===== src/rtl/prog_loader_pkg.sv =====
// Shared types and constants for the serial program loader.
// Holds the FSM state encoding, error codes and default frame magic byte.
package prog_loader_pkg;

  typedef enum logic [3:0] {
    ST_IDLE,
    ST_MAGIC,
    ST_COUNT,
    ST_HI,
    ST_LO,
    ST_WRITE,
    ST_CSUM,
    ST_DONE,
    ST_ERROR
  } state_t;

  typedef enum logic [2:0] {
    ERR_NONE    = 3'd0,
    ERR_MAGIC   = 3'd1,
    ERR_FORMAT  = 3'd2,
    ERR_CSUM    = 3'd3,
    ERR_TIMEOUT = 3'd4
  } err_code_t;

  localparam logic [7:0] DEFAULT_MAGIC = 8'hA5;

  // States in which the loader is willing to take a byte from the stream.
  function automatic logic is_rx_state(input state_t s);
    return (s == ST_MAGIC) || (s == ST_COUNT) || (s == ST_HI) ||
           (s == ST_LO) || (s == ST_CSUM);
  endfunction

  function automatic logic is_busy_state(input state_t s);
    return (s == ST_MAGIC) || (s == ST_COUNT) || (s == ST_HI) ||
           (s == ST_LO) || (s == ST_WRITE) || (s == ST_CSUM);
  endfunction

endpackage


===== src/rtl/ldr_timeout.sv =====
// Inter-byte idle watchdog: counts enabled cycles since the last clear and
// flags expiry once the count sits at TIMEOUT_CYC-1.
module ldr_timeout #(
  parameter int TIMEOUT_CYC = 50000
) (
  input  logic clk,
  input  logic rst,
  input  logic clear,
  input  logic enable,
  output logic expired
);

  localparam int CW = $clog2(TIMEOUT_CYC + 1);
  localparam logic [CW-1:0] LAST = CW'(TIMEOUT_CYC - 1);

  logic [CW-1:0] count;

  // Saturates at LAST so expiry stays asserted until the FSM reacts.
  always_ff @(posedge clk) begin
    if (rst || clear) begin
      count <= '0;
    end else if (enable && (count != LAST)) begin
      count <= count + CW'(1);
    end
  end

  assign expired = enable && (count == LAST);

endmodule


===== src/rtl/prog_loader.sv =====
// Receives a MAGIC/COUNT/HI-LO pairs/CSUM frame from a byte stream and
// writes the 12-bit words into program memory while holding the CPU.
module prog_loader
  import prog_loader_pkg::*;
#(
  parameter logic [7:0] MAGIC       = DEFAULT_MAGIC,
  parameter int         TIMEOUT_CYC = 50000
) (
  input  logic        clk,
  input  logic        rst,
  input  logic        start,
  input  logic [7:0]  rx_data,
  input  logic        rx_valid,
  output logic        rx_ready,
  output logic        load_en,
  output logic [7:0]  load_addr,
  output logic [11:0] load_I,
  output logic        cpu_hold,
  output logic        busy,
  output logic        done,
  output logic        err,
  output logic [2:0]  err_code
);

  state_t    state, state_nxt;
  err_code_t err_q, err_nxt;

  logic [7:0] addr;
  logic [7:0] acc;
  logic [7:0] count_n;
  logic [3:0] hi_nib;

  logic accept, restart, expired, tmo_enable, tmo_clear;

  assign accept     = rx_valid && rx_ready;
  assign restart    = start && ((state == ST_IDLE) || (state == ST_DONE) || (state == ST_ERROR));
  assign tmo_enable = (state == ST_COUNT) || (state == ST_HI) || (state == ST_LO) || (state == ST_CSUM);
  assign tmo_clear  = accept || restart;

  ldr_timeout #(.TIMEOUT_CYC(TIMEOUT_CYC)) u_timeout (
    .clk     (clk),
    .rst     (rst),
    .clear   (tmo_clear),
    .enable  (tmo_enable),
    .expired (expired)
  );

  // Next-state and error selection; an accepted byte always wins over expiry.
  always_comb begin
    state_nxt = state;
    err_nxt   = err_q;
    case (state)
      ST_IDLE, ST_DONE, ST_ERROR: begin
        if (start) begin
          state_nxt = ST_MAGIC;
          err_nxt   = ERR_NONE;
        end
      end
      ST_MAGIC: begin
        if (accept) begin
          if (rx_data == MAGIC) begin
            state_nxt = ST_COUNT;
          end else begin
            state_nxt = ST_ERROR;
            err_nxt   = ERR_MAGIC;
          end
        end
      end
      ST_COUNT: begin
        if (accept) begin
          state_nxt = ST_HI;
        end else if (expired) begin
          state_nxt = ST_ERROR;
          err_nxt   = ERR_TIMEOUT;
        end
      end
      ST_HI: begin
        if (accept) begin
          if (rx_data[7:4] != 4'h0) begin
            state_nxt = ST_ERROR;
            err_nxt   = ERR_FORMAT;
          end else begin
            state_nxt = ST_LO;
          end
        end else if (expired) begin
          state_nxt = ST_ERROR;
          err_nxt   = ERR_TIMEOUT;
        end
      end
      ST_LO: begin
        if (accept) begin
          state_nxt = ST_WRITE;
        end else if (expired) begin
          state_nxt = ST_ERROR;
          err_nxt   = ERR_TIMEOUT;
        end
      end
      // A count of 0 means 256: addr+1 wraps to 0 after the last word.
      ST_WRITE: begin
        state_nxt = ((addr + 8'd1) == count_n) ? ST_CSUM : ST_HI;
      end
      ST_CSUM: begin
        if (accept) begin
          if (rx_data == acc) begin
            state_nxt = ST_DONE;
          end else begin
            state_nxt = ST_ERROR;
            err_nxt   = ERR_CSUM;
          end
        end else if (expired) begin
          state_nxt = ST_ERROR;
          err_nxt   = ERR_TIMEOUT;
        end
      end
      default: begin
        state_nxt = ST_IDLE;
      end
    endcase
  end

  // Outputs are registered from the next state so they line up with it.
  always_ff @(posedge clk) begin
    if (rst) begin
      state     <= ST_IDLE;
      err_q     <= ERR_NONE;
      addr      <= '0;
      acc       <= '0;
      count_n   <= '0;
      hi_nib    <= '0;
      rx_ready  <= 1'b0;
      load_en   <= 1'b0;
      load_addr <= '0;
      load_I    <= '0;
      busy      <= 1'b0;
      done      <= 1'b0;
      err       <= 1'b0;
      cpu_hold  <= 1'b1;
    end else begin
      state    <= state_nxt;
      err_q    <= err_nxt;
      rx_ready <= is_rx_state(state_nxt);
      busy     <= is_busy_state(state_nxt);
      done     <= (state_nxt == ST_DONE);
      err      <= (state_nxt == ST_ERROR);
      cpu_hold <= (state_nxt != ST_DONE);

      if (state_nxt == ST_WRITE) begin
        load_en   <= 1'b1;
        load_addr <= addr;
        load_I    <= {hi_nib, rx_data};
      end else begin
        load_en   <= 1'b0;
        load_addr <= '0;
        load_I    <= '0;
      end

      if (restart) begin
        addr <= '0;
        acc  <= '0;
      end else if (state == ST_WRITE) begin
        addr <= addr + 8'd1;
      end

      if (accept) begin
        case (state)
          ST_COUNT: begin
            count_n <= rx_data;
            acc     <= rx_data;
          end
          ST_HI: begin
            hi_nib <= rx_data[3:0];
            acc    <= acc + rx_data;
          end
          ST_LO: begin
            acc <= acc + rx_data;
          end
          default: begin
          end
        endcase
      end
    end
  end

  assign err_code = err_q;

endmodule

===== config.mk =====
export PLATFORM = sky130hd
export DESIGN_NAME = prog_loader
export DESIGN_NICKNAME = d
export VERILOG_FILES = /design/src/rtl/prog_loader_pkg.sv /design/src/rtl/ldr_timeout.sv /design/src/rtl/prog_loader.sv
export SDC_FILE = /design/constraint.sdc
export NUM_CORES = 1
export LEC_CHECK = 0
export CAP_MARGIN = 5
export CORE_MARGIN = 2
export CORE_UTILIZATION = 56
export DETAILED_ROUTE_END_ITERATION = 8
export PLACE_DENSITY_LB_ADDON = 0.08
export SYNTH_ARGS = -nofsm -noshare
export SYNTH_HDL_FRONTEND = slang
export SYNTH_SLANG_ARGS = --single-unit

===== constraint.sdc =====
create_clock -name clk -period 2.6 [get_ports clk]
set_input_delay 0.78 -clock clk [delete_from_list [all_inputs] [get_ports clk]]
set_output_delay 0.78 -clock clk [all_outputs]
set_load 0.005 [all_outputs]

==> out/qor.csv <==
stage;metric;value;unit
grt;pin count of the biggest net entering global routing;20;
worst_setup_path;CP startpoint kind;input pin;
routing;DRT iter0 DRCs;181;
floorplanning;chip width;85.2;µm
sta;RSZ-0062 raised after global routing;yes;
routing;DRC viols;0;
power_and_ir_drop;Int Pwr;1840;µW
cts;Clock Pin Slew Worst Setup and Hold Paths;0.09;ns
synthesis;async set-or-reset flop fraction in the synthesized netlist;0;%
floorplanning;die height;85.2;µm
cells_and_area;most frequent cells in the layout;dfxtp_1, buf_4, nand2_1;
synthesis;Post-synth top flop;dfxtp_1;
cts;CTS buffer count;9;
sta;Final Hold Vio Count;0;
cells_and_area;leading cell type in the layout, fill and taps excluded;dfxtp_1;
power_and_ir_drop;maximum VDD drop;0.000459;V
floorplanning;initial core utilization;58.2;%
worst_setup_path;Slowest-stage cell, CP;or4_4;
power_and_ir_drop;Leak;0.00186;µW
sta;fin crit share;97.4;%
sta;Worst Skew;0.00722;ns
worst_setup_path;Critical Path AT;2.79;ns
cells_and_area;layout cells sized above 1;16.8;%
synthesis;synthesized instance count;428;
floorplanning;std cell rows;29;
placement;pre-CTS setup slack;-0.528;ns
cts;CTS max path bufs;2;
outcome;status;complete, no violations;
cts;latest clock arrival within the worst-skew pair;0.35;ns
grt;initial antenna violation count;0;
worst_setup_path;Worst path max stage delay;0.52;ns
routing;DRT Pass-1 Iters;5;
routing;routed via count;3387;
placement;Post-DP HPWL;6740;µm
routing;Post-Route WL;9370;µm
cells_and_area;final layout net count;536;
grt;Global Route Usage Sum;26.7;%
worst_setup_path;data required time of the worst path;2.86;ns
synthesis;Synth top area share;41.7;%
worst_setup_path;WS Path Type;input pin to register;
routing;Via density;5.68;
worst_setup_path;CP endpoint kind;register;
synthesis;Ys Warns;0;
sta;count of final setup violators;0;
synthesis;Mapped Area;0.00369;mm²
floorplanning;Ports;41;
cells_and_area;area delta synth->final;31.3;%
power_and_ir_drop;combinational share of power;7.3;%
synthesis;Mapped Avg Cell Area;8.63;µm²
floorplanning;die area;0.00726;mm²
cts;H-tree levels;3;
routing;Routed wire per std cell;15.7;µm
run;max cap viols;0;
hold_path;type of the worst min-delay path;register to register;
synthesis;Syn Nets;450;
placement;port bufs;40;
sta;post-route minimum period;2.53;ns
floorplanning;Core Region;0.00635;mm²
synthesis;Seq/Total Area, Yosys;41.7;%
sta;Final Max Slew Viols;0;
synthesis;Netlist cell types;57;
sta;Max Fclk;395;MHz
power_and_ir_drop;Switching Fraction;23.6;%
grt;number of global-route vias before repair;3226;
placement;global placer's final weighted congestion;0.919;
sta;Worst slew margin;65.8;%
sta;worst slew pin tran;0.507;ns
synthesis;synthesized flop and latch total;77;
worst_setup_path;critical-path cell list;dlygate4sd2_1 > buf_4 > or4_4 > o31ai_2 > and4_1 > a41oi_2 > buf_4 > and3_1 > a211oi_1;
cts;TritonCTS clock tree;done;
grt;first-pass GRT wire length;15300;µm
grt;global route total overflow;0;
cells_and_area;Fill cells;479;
cts;CTS Sinks;77;
power_and_ir_drop;P per Cell Area;496;mW/mm²
synthesis;number of flops mapped to enable cells by yosys;0;
sta;Hold WS;0.473;ns
synthesis;synth top area cells;dfxtp_1, nand2_1, xor2_1;
routing;ANT nets after route;0;
power_and_ir_drop;P_sw;568;µW
worst_setup_path;CP most frequent cell;buf_4;
power_and_ir_drop;register share of total power;49.6;%
cts;Root Buffer;clkbuf_8;
power_and_ir_drop;Clock power frac;43.1;%
power_and_ir_drop;overall power;2410;µW
sta;min setup slack post-route;0.0670;ns
sta;post-route setup TNS;0;ns
cells_and_area;diodes inserted;0;
synthesis;area leader, netlist;dfxtp_1;
worst_setup_path;CP Max Fanout;4;
-- per-layer routing --
| layer | share of wire [%] | GRT usage, % | routed length, µm | vias to the layer above |
|---|---|---|---|---|
| met2 | 47 | 43.3 | 4430 | 109 |
| met1 | 45 | 35.0 | 4260 | 1584 |
| li1 | - | - | - | 1677 |
| met3 | 5.6 | 6.32 | 528 | 17 |
| met5 | 0 | 0 | 0 | - |
| met4 | 1.6 | 9.24 | 148 | 0 |
-- final cells by class --
class	instances	area [µm²]	share of cell area, %
well taps	77	96.3	1.99
multi-input cells	323	2140	44.0
flip-flops and latches	77	1540	31.8
clock inverters	6	93.8	1.93
repair buffers	93	807	16.6
inverters	10	37.5	0.774
clock buffers	10	138	2.84
-- synth_stat cells (3+ instances only) --
master,number
dfxtp_1,77
nand2_1,48
nor2_1,35
a21oi_1,26
o21ai_0,24
and2_1,21
xor2_1,18
xnor2_1,17
clkbuf_1,12
nand3_1,12
inv_1,10
nand4_1,10
nor3_1,10
ha_1,9
a22oi_1,7
mux2i_1,7
nor2b_1,7
nand2b_1,6
nor4_1,6
or3_1,6
a31oi_1,4
and4_1,4
buf_2,4
o22ai_1,4
a21o_1,3
and3_1,3
-- per-stage QoR --
stage | utilization (%) | instance area (µm²) | instances
floorplan | - | 3690 | 428
global placement | 70.8 | 4500 | 578
detailed placement | 70.8 | 4500 | 578
CTS | 75.1 | 4770 | 594
global route | 76.4 | 4850 | 596
finish | 76.4 | 4850 | 596
-- registers in the layout, indices dropped and copies added, names as in the netlist --
name	count
u_timeout.count	16
load_I	12
acc	8
addr	8
count_n	8
load_addr	8
hi_nib	4
state	4
err_code	3
busy	1
cpu_hold	1
done	1
err	1
load_en	1
rx_ready	1
-- power groups by stage --
stage	combinational (µW)	sequential (µW)	clock (µW)
5_1_grt	190	1190	1100
4_1_cts	168	1190	1050
2_1_floorplan	74.8	1210	0
6_report	176	1190	1040
3_5_place_dp	167	1220	0
3_3_place_gp	165	1220	0
-- cell families (layout without fill, tap and decap cells) --
group | count (synthesis) | after routing | synth area share [%]
and+or+nand+nor | 184 | 184 | 26.7
AOI/OAI and AO/OA | 87 | 87 | 14.8
DFF | 77 | 77 | 41.7
xor gates and xnor gates | 35 | 35 | 8.30
buffers and inverters | 28 | 119 | 3.08
adders and majority gates | 10 | 10 | 3.59
muxes | 7 | 7 | 1.90
-- worst max-delay path: cells and delay by family --
family | cells | cell delay [ns]
AOI/OAI and AO/OA | 3 | 0.45
buffers and inverters | 3 | 0.62
and+or+nand+nor | 3 | 0.93
-- path summary, 6_finish.rpt --
kind	from	slack, ns	cells past startpoint	end
worst max-delay path	rx_data[4]	0.07	9	busy
worst min-delay path	count_n[1]	0.47	2	count_n[1]
worst max register to register	u_timeout.count[8]	0.15	7	busy
worst min register to register	count_n[1]	0.47	2	count_n[1]
-- repair_timing --
item,CTS,global route
setup endpoints to repair,26,27
hold buffers,0,0
gates resized for setup,14,8
hold endpoints to repair,0,0
setup buffers,0,2
pin swaps,8,11
Power figures use the tool's default switching activity.
